<file path="src/rtl/tensor_pkg.sv">
// Shared constants, FSM state type and operand unpacking for the 4x4x4 MAC tile.
package tensor_pkg;

    localparam int unsigned DW  = 4;
    localparam int unsigned DIM = 4;
    localparam int unsigned AW  = 16;

    typedef enum logic [1:0] {
        IDLE,
        COMPUTE,
        OUT,
        DONE
    } state_t;

    // Row 0 lives in the most significant nibble of each column word.
    function automatic logic [DW-1:0] unpack_elem(input logic [DIM*DW-1:0] word,
                                                  input int unsigned row);
        return word[DW*(DIM-1-row) +: DW];
    endfunction

endpackage

</file>
<file path="src/rtl/tensor_mac_pe.sv">
// Single signed multiply-accumulate cell of the crossbar; init loads the C element.
module tensor_mac_pe
    import tensor_pkg::*;
(
    input  logic          clk,
    input  logic          rst,
    input  logic          init,
    input  logic          en,
    input  logic [DW-1:0] a,
    input  logic [DW-1:0] b,
    input  logic [DW-1:0] c,
    output logic [AW-1:0] acc
);

    logic signed [2*DW-1:0] prod;
    logic        [AW-1:0]   prod_ext;

    assign prod     = $signed(a) * $signed(b);
    assign prod_ext = {{(AW-2*DW){prod[2*DW-1]}}, prod};

    always_ff @(posedge clk or negedge rst) begin
        if (!rst) begin
            acc <= '0;
        end else if (init) begin
            acc <= {{(AW-DW){c[DW-1]}}, c};
        end else if (en) begin
            acc <= acc + prod_ext;
        end
    end

endmodule

</file>
<file path="src/rtl/tensor_crossbar_array_4m4n4k.sv">
// 4x4x4 signed tile computing D = A*B + C as four outer products, then streaming rows of D.
module tensor_crossbar_array_4m4n4k
    import tensor_pkg::*;
(
    input  logic        clk,
    input  logic        rst,
    input  logic        start,
    input  logic [15:0] cin_M_0,
    input  logic [15:0] cin_M_1,
    input  logic [15:0] cin_M_2,
    input  logic [15:0] cin_M_3,
    input  logic [15:0] cin_N_0,
    input  logic [15:0] cin_N_1,
    input  logic [15:0] cin_N_2,
    input  logic [15:0] cin_N_3,
    input  logic [15:0] cin_K_0,
    input  logic [15:0] cin_K_1,
    input  logic [15:0] cin_K_2,
    input  logic [15:0] cin_K_3,
    output logic [15:0] data_out_col_0,
    output logic [15:0] data_out_col_1,
    output logic [15:0] data_out_col_2,
    output logic [15:0] data_out_col_3
);

    logic [DIM*DW-1:0] m_col [DIM];
    logic [DIM*DW-1:0] n_col [DIM];
    logic [DIM*DW-1:0] k_col [DIM];

    assign m_col[0] = cin_M_0;
    assign m_col[1] = cin_M_1;
    assign m_col[2] = cin_M_2;
    assign m_col[3] = cin_M_3;
    assign n_col[0] = cin_N_0;
    assign n_col[1] = cin_N_1;
    assign n_col[2] = cin_N_2;
    assign n_col[3] = cin_N_3;
    assign k_col[0] = cin_K_0;
    assign k_col[1] = cin_K_1;
    assign k_col[2] = cin_K_2;
    assign k_col[3] = cin_K_3;

    state_t        state_q;
    logic [1:0]    k_q;
    logic [1:0]    r_q;
    logic [DW-1:0] a_q    [DIM][DIM];  // a_q[i][k] = A[i][k]
    logic [DW-1:0] b_q    [DIM][DIM];  // b_q[k][j] = B[k][j]
    logic [AW-1:0] dout_q [DIM];
    logic [AW-1:0] acc    [DIM][DIM];

    logic          pe_init;
    logic          pe_en;
    logic [DW-1:0] a_bus  [DIM];
    logic [DW-1:0] b_bus  [DIM];
    logic [DW-1:0] c_elem [DIM][DIM];

    // C goes straight from the inputs into the accumulators on the start edge.
    assign pe_init = (state_q == IDLE) && start;
    assign pe_en   = (state_q == COMPUTE);

    always_comb begin
        for (int i = 0; i < DIM; i++) begin
            a_bus[i] = a_q[i][k_q];
            b_bus[i] = b_q[k_q][i];
            for (int j = 0; j < DIM; j++) begin
                c_elem[i][j] = unpack_elem(k_col[j], i);
            end
        end
    end

    always_ff @(posedge clk or negedge rst) begin
        if (!rst) begin
            state_q <= IDLE;
            k_q     <= '0;
            r_q     <= '0;
            for (int i = 0; i < DIM; i++) begin
                dout_q[i] <= '0;
                for (int j = 0; j < DIM; j++) begin
                    a_q[i][j] <= '0;
                    b_q[i][j] <= '0;
                end
            end
        end else begin
            case (state_q)
                IDLE: begin
                    for (int j = 0; j < DIM; j++) dout_q[j] <= '0;
                    if (start) begin
                        for (int i = 0; i < DIM; i++) begin
                            for (int j = 0; j < DIM; j++) begin
                                a_q[i][j] <= unpack_elem(m_col[j], i);
                                b_q[i][j] <= unpack_elem(n_col[j], i);
                            end
                        end
                        k_q     <= '0;
                        state_q <= COMPUTE;
                    end
                end
                COMPUTE: begin
                    k_q <= k_q + 2'd1;
                    if (k_q == 2'd3) begin
                        r_q     <= '0;
                        state_q <= OUT;
                    end
                end
                OUT: begin
                    for (int j = 0; j < DIM; j++) dout_q[j] <= acc[r_q][j];
                    r_q <= r_q + 2'd1;
                    if (r_q == 2'd3) state_q <= DONE;
                end
                DONE: begin
                    for (int j = 0; j < DIM; j++) dout_q[j] <= '0;
                    if (!start) state_q <= IDLE;
                end
                default: state_q <= IDLE;
            endcase
        end
    end

    for (genvar gi = 0; gi < DIM; gi++) begin : g_row
        for (genvar gj = 0; gj < DIM; gj++) begin : g_col
            tensor_mac_pe u_pe (
                .clk  (clk),
                .rst  (rst),
                .init (pe_init),
                .en   (pe_en),
                .a    (a_bus[gi]),
                .b    (b_bus[gj]),
                .c    (c_elem[gi][gj]),
                .acc  (acc[gi][gj])
            );
        end
    end

    assign data_out_col_0 = dout_q[0];
    assign data_out_col_1 = dout_q[1];
    assign data_out_col_2 = dout_q[2];
    assign data_out_col_3 = dout_q[3];

endmodule

</file>
<file path="config.mk">
export PLATFORM = sky130hd
export DESIGN_NAME = tensor_crossbar_array_4m4n4k
export DESIGN_NICKNAME = d
export VERILOG_FILES = /design/src/rtl/tensor_pkg.sv /design/src/rtl/tensor_mac_pe.sv /design/src/rtl/tensor_crossbar_array_4m4n4k.sv
export SDC_FILE = /design/constraint.sdc
export NUM_CORES = 2
export LEC_CHECK = 0
export BUFFER_PORTS_ARGS = -buffer_cell sky130_fd_sc_hd__buf_2
export CORE_MARGIN = 2
export CORE_UTILIZATION = 57
export DETAILED_ROUTE_END_ITERATION = 8
export PLACE_DENSITY = 0.88
export SETUP_SLACK_MARGIN = 0.4
export SYNTH_ARGS = -nofsm -noshare
export SYNTH_HDL_FRONTEND = slang
export SYNTH_SLANG_ARGS = --single-unit
export TNS_END_PERCENT = 50
</file>
<file path="constraint.sdc">
create_clock -name clk -period 8.8 [get_ports clk]
set_input_delay 1.76 -clock clk [delete_from_list [all_inputs] [get_ports clk]]
set_output_delay 1.76 -clock clk [all_outputs]
set_load 0.02 [all_outputs]
</file>
==> impl_summary.txt <==
----------------------------------------------------
[Status]
  Outcome ... complete, no violations

[Worst hold path]
  Worst min path class ... flip-flop to flip-flop

[Synth]
  Dominant cell type by area after synthesis ... sky130_fd_sc_hd__dfrtp_1
  Average cell area after synthesis ... roughly 9 µm²
  Top-count cell post-synth ... sky130_fd_sc_hd__nand2_1
  Top post-synthesis cells by area ... sky130_fd_sc_hd__dfrtp_1 (29%), sky130_fd_sc_hd__ha_1 (14%), sky130_fd_sc_hd__fa_1 (8.1%)
  Syn Std Cell Area ... about 40,000 µm²
  Fraction of registers with async set or reset after synthesis ... 100%
  Warning count from the yosys run ... 0
  Synth Net Count ... 5,157
  Sequential share of the synthesized area ... roughly 29%
  Seq cells post-synth ... between 400 and 500
  Commonest cells in the netlist ... sky130_fd_sc_hd__nand2_1 (688), sky130_fd_sc_hd__ha_1 (455), sky130_fd_sc_hd__dfrtp_1 (454)
  Cell count after synthesis ... approximately 4,300
  Yosys top cell area share ... 28.6%
  Dominant synthesized flop cell ... sky130_fd_sc_hd__dfrtp_1
  Number of flops mapped to enable cells by yosys ... 0
  Distinct cells, synth ... 65

[Drt]
  Final routed DRC violation total ... 0
  Final routed wire length divided by cell count ... around 21 µm
  First drt pass iteration count ... 8
  Count of routing violations after the opening detailed-route iteration ... 3,114
  DR vias ... between 30,000 and 40,000
  Routed via count divided by cell count ... between 6 and 7
  Routed WL ... between 100,000 and 150,000 µm
  Post-detailed-route count of antenna-violating nets ... 0

[Clock tree]
  Setup repair bufs after CTS ... 0
  H-tree levels ... 2
  Worst skew pair latency ... 0.64 ns
  Num Clock Sinks ... ~450
  Number of hold-repair buffers added at the cts stage ... 0
  Number of instances resized during post-cts repair ... 0
  Maximum buffer depth of the clock tree ... 3
  Root buffer cell ... sky130_fd_sc_hd__clkbuf_16
  Number of CTS-inserted buffers ... 53
  TritonCTS clock tree ... built
  Clock input transition at the sequential cells of the worst setup and hold paths ... 0.06 ns

[Setup path]
  Sequence of cells on the critical path ... mux2_2 -> o21ai_2 -> buf_4 -> nand2b_1 -> fa_1 -> fa_1 -> fa_1 -> inv_1 -> ha_1 -> fa_1 -> a21o_1 -> a21oi_1 -> xnor2_1 -> xnor2_1 -> buf_4 -> ha_1 -> and2_1 -> o21ai_0 -> o21ai_1 -> o41ai_1 -> o21ai_0 -> and4_1 -> nor4_1
  Cell type with the highest occurrence count on the critical path ... sky130_fd_sc_hd__fa_1
  Data arrival time of the critical path ... approximately 8.2 ns
  Max incr delay on CP ... 1.00 ns
  Maximum net fanout on the critical path ... between 50 and 60
  Endpoint required time on the critical path ... approximately 9.3 ns
  Cell at the slowest stage of the critical path ... sky130_fd_sc_hd__dfrtp_4
  CP delay by family, top ... adder cells
  Crit path buffers/inverters ... 3
  Category of the critical setup timing path ... flip-flop to flip-flop
  Critical Path Source Type ... flip-flop
  Critical Path End Type ... flip-flop

[Timing]
  Fmax ... roughly 130 MHz
  Final worst clock skew ... 0.0254 ns
  Actual transition at the worst max-transition pin ... roughly 1.3 ns
  Setup repair after global routing missed its margin ... no
  Sum of negative setup slack ... 0 ns
  Worst rel slew slack ... between 10% and 20%
  Final number of hold-violating endpoints ... 0
  Max Slew Vio Count ... 0
  Final period utilization ... ~87%
  # setup viols final ... 0
  Min Clock Period, post-route ... 7.66 ns

[Floorplanning]
  Initial cell density of the core ... between 50 and 60%
  Die width ... roughly 270 µm
  Die height ... around 270 µm
  I/O pin cnt ... roughly 260
  Die Area ... between 70,000 and 80,000 µm²
  CORE AREA ... slightly below 70,000 µm²
  Number of rows in the core area ... between 90 and 100

[Layout]
  Fill cells ... 5,257
  Layout-stage area growth over the synthesis result ... 10.3%
  Post-layout net count ... around 5,300
  Share of layout cells above drive strength 1 ... roughly 12%

[Global routing]
  Antenna violations before repair ... 2
  Remaining global-route overflow ... 0
  Maximum number of pins on one net before global-route repair ... 192
  Number of global-route vias before repair ... 34,500
  Tot GR Track Use ... 31.1%
  Wire length of the first global-routing pass ... around 180,000 µm

[Placement]
  DP Wirelength ... 81,700 µm
  Routability-driven placement congestion ratio ... approximately 0.98
  I/O Buffers ... around 260

[Job]
  Total of max-cap violations ... 0

----------------------------------------------------
-- worst register-to-register path: stages (launching register included) --
cell and delay, ns:
sky130_fd_sc_hd__dfrtp_4 1.00, sky130_fd_sc_hd__mux2_2 0.46, sky130_fd_sc_hd__o21ai_2 0.54, sky130_fd_sc_hd__buf_4 0.31
sky130_fd_sc_hd__nand2b_1 0.10, sky130_fd_sc_hd__fa_1 0.47, sky130_fd_sc_hd__fa_1 0.49, sky130_fd_sc_hd__fa_1 0.53
sky130_fd_sc_hd__inv_1 0.05, sky130_fd_sc_hd__ha_1 0.21, sky130_fd_sc_hd__fa_1 0.46, sky130_fd_sc_hd__a21o_1 0.19
sky130_fd_sc_hd__a21oi_1 0.19, sky130_fd_sc_hd__xnor2_1 0.16, sky130_fd_sc_hd__xnor2_1 0.14, sky130_fd_sc_hd__buf_4 0.25
sky130_fd_sc_hd__ha_1 0.31, sky130_fd_sc_hd__and2_1 0.17, sky130_fd_sc_hd__o21ai_0 0.18, sky130_fd_sc_hd__o21ai_1 0.15
sky130_fd_sc_hd__o41ai_1 0.45, sky130_fd_sc_hd__o21ai_0 0.22, sky130_fd_sc_hd__and4_1 0.24, sky130_fd_sc_hd__nor4_1 0.27
-- registers in the layout, summed over array words and instances (netlist names) --
name and cells:
data_out_col_2 16, data_out_col_1 16, r_q 2, b_q 64, data_out_col_3 16, a_q 64, state_q 2, k_q 2
g_row.g_col.u_pe.acc 256, data_out_col_0 16
-- cell usage in the layout (no fill, tap or decap), types with 44 or more instances in the layout --
master                        n
sky130_fd_sc_hd__a211oi_1    54
sky130_fd_sc_hd__a21o_1     122
sky130_fd_sc_hd__a21oi_1    395
sky130_fd_sc_hd__a22o_1      64
sky130_fd_sc_hd__buf_2      257
sky130_fd_sc_hd__buf_4       57
sky130_fd_sc_hd__clkbuf_16   53
sky130_fd_sc_hd__dfrtp_1    450
sky130_fd_sc_hd__fa_1       160
sky130_fd_sc_hd__ha_1       453
sky130_fd_sc_hd__inv_1      141
sky130_fd_sc_hd__mux2i_1    115
sky130_fd_sc_hd__mux4_2      68
sky130_fd_sc_hd__nand2_1    687
sky130_fd_sc_hd__nand3_1     48
sky130_fd_sc_hd__nor2_1     335
sky130_fd_sc_hd__nor3_1      73
sky130_fd_sc_hd__o21a_1      44
sky130_fd_sc_hd__o21ai_0    238
sky130_fd_sc_hd__o21bai_1    51
sky130_fd_sc_hd__xnor2_1    187
sky130_fd_sc_hd__xor2_1      87
-- routing by layer --
layer	vias up	part of all wire, %	GRT usage [%]
met3	440	8.1	5.65
met2	1573	48	52.3
li1	15700	-	-
met5	-	0.013	0
met1	16700	37	37.3
met4	2	6.4	18.7
-- cell type report --
type	count	area, µm²	area share [%]
timing repair buffer	320	1830	4.18
tap	931	1160	2.66
clock buffer	72	1530	3.49
sequential	454	11400	26.0
inverter	145	547	1.25
antenna	1	2.50	0.00572
multi-input combinational	3540	27000	61.7
clock inverter	22	294	0.672
-- logic make-up (layout without fill, tap and decap cells) --
logic type               count (synthesis)  after routing  share of synthesized area (%)
AO/OA/AOI/OAI                         1123           1123                           17.6
adder cells (fa/ha/maj)                615            615                           22.4
buffers and inverters                  353            559                           3.39
multiplexers                           216            216                           7.70
other                                    0              1                              0
flip-flops                             454            454                           28.6
XOR/XNOR                               277            277                           6.23
AND/OR/NAND/NOR                       1309           1309                           14.0
-- metrics by stage --
step	cell area (µm²)	hold WS, ns	util [%]	std cells	setup slack [ns]
after floorplan	39700	0.440	-	4347	1.70
after global placement	41900	0.452	61.0	5390	1.53
after detailed placement	41900	0.458	61.0	5390	1.30
after CTS	43700	0.473	63.7	5484	1.24
after global routing	43700	0.486	63.7	5485	0.661
final	43700	0.469	63.7	5485	1.14
-- path summary, 6_finish.rpt --
check | start | endpoint | slack, ns | cells after the start
max in group asynchronous | rst | k_q[1] | 6.05 | 2
worst max register to register | k_q[1] | g_row[0].g_col[2].u_pe.acc[14] | 1.14 | 23
worst min register to register | a_q[61] | a_q[61] | 0.47 | 2
min in group asynchronous | rst | data_out_col_1[14] | 1.23 | 1
worst max-delay path | k_q[1] | g_row[0].g_col[2].u_pe.acc[14] | 1.14 | 23
worst min-delay path | a_q[61] | a_q[61] | 0.47 | 2
Power is not shown: default switching activity piles up to over one toggle a cycle in this logic, so the estimate is an artifact.
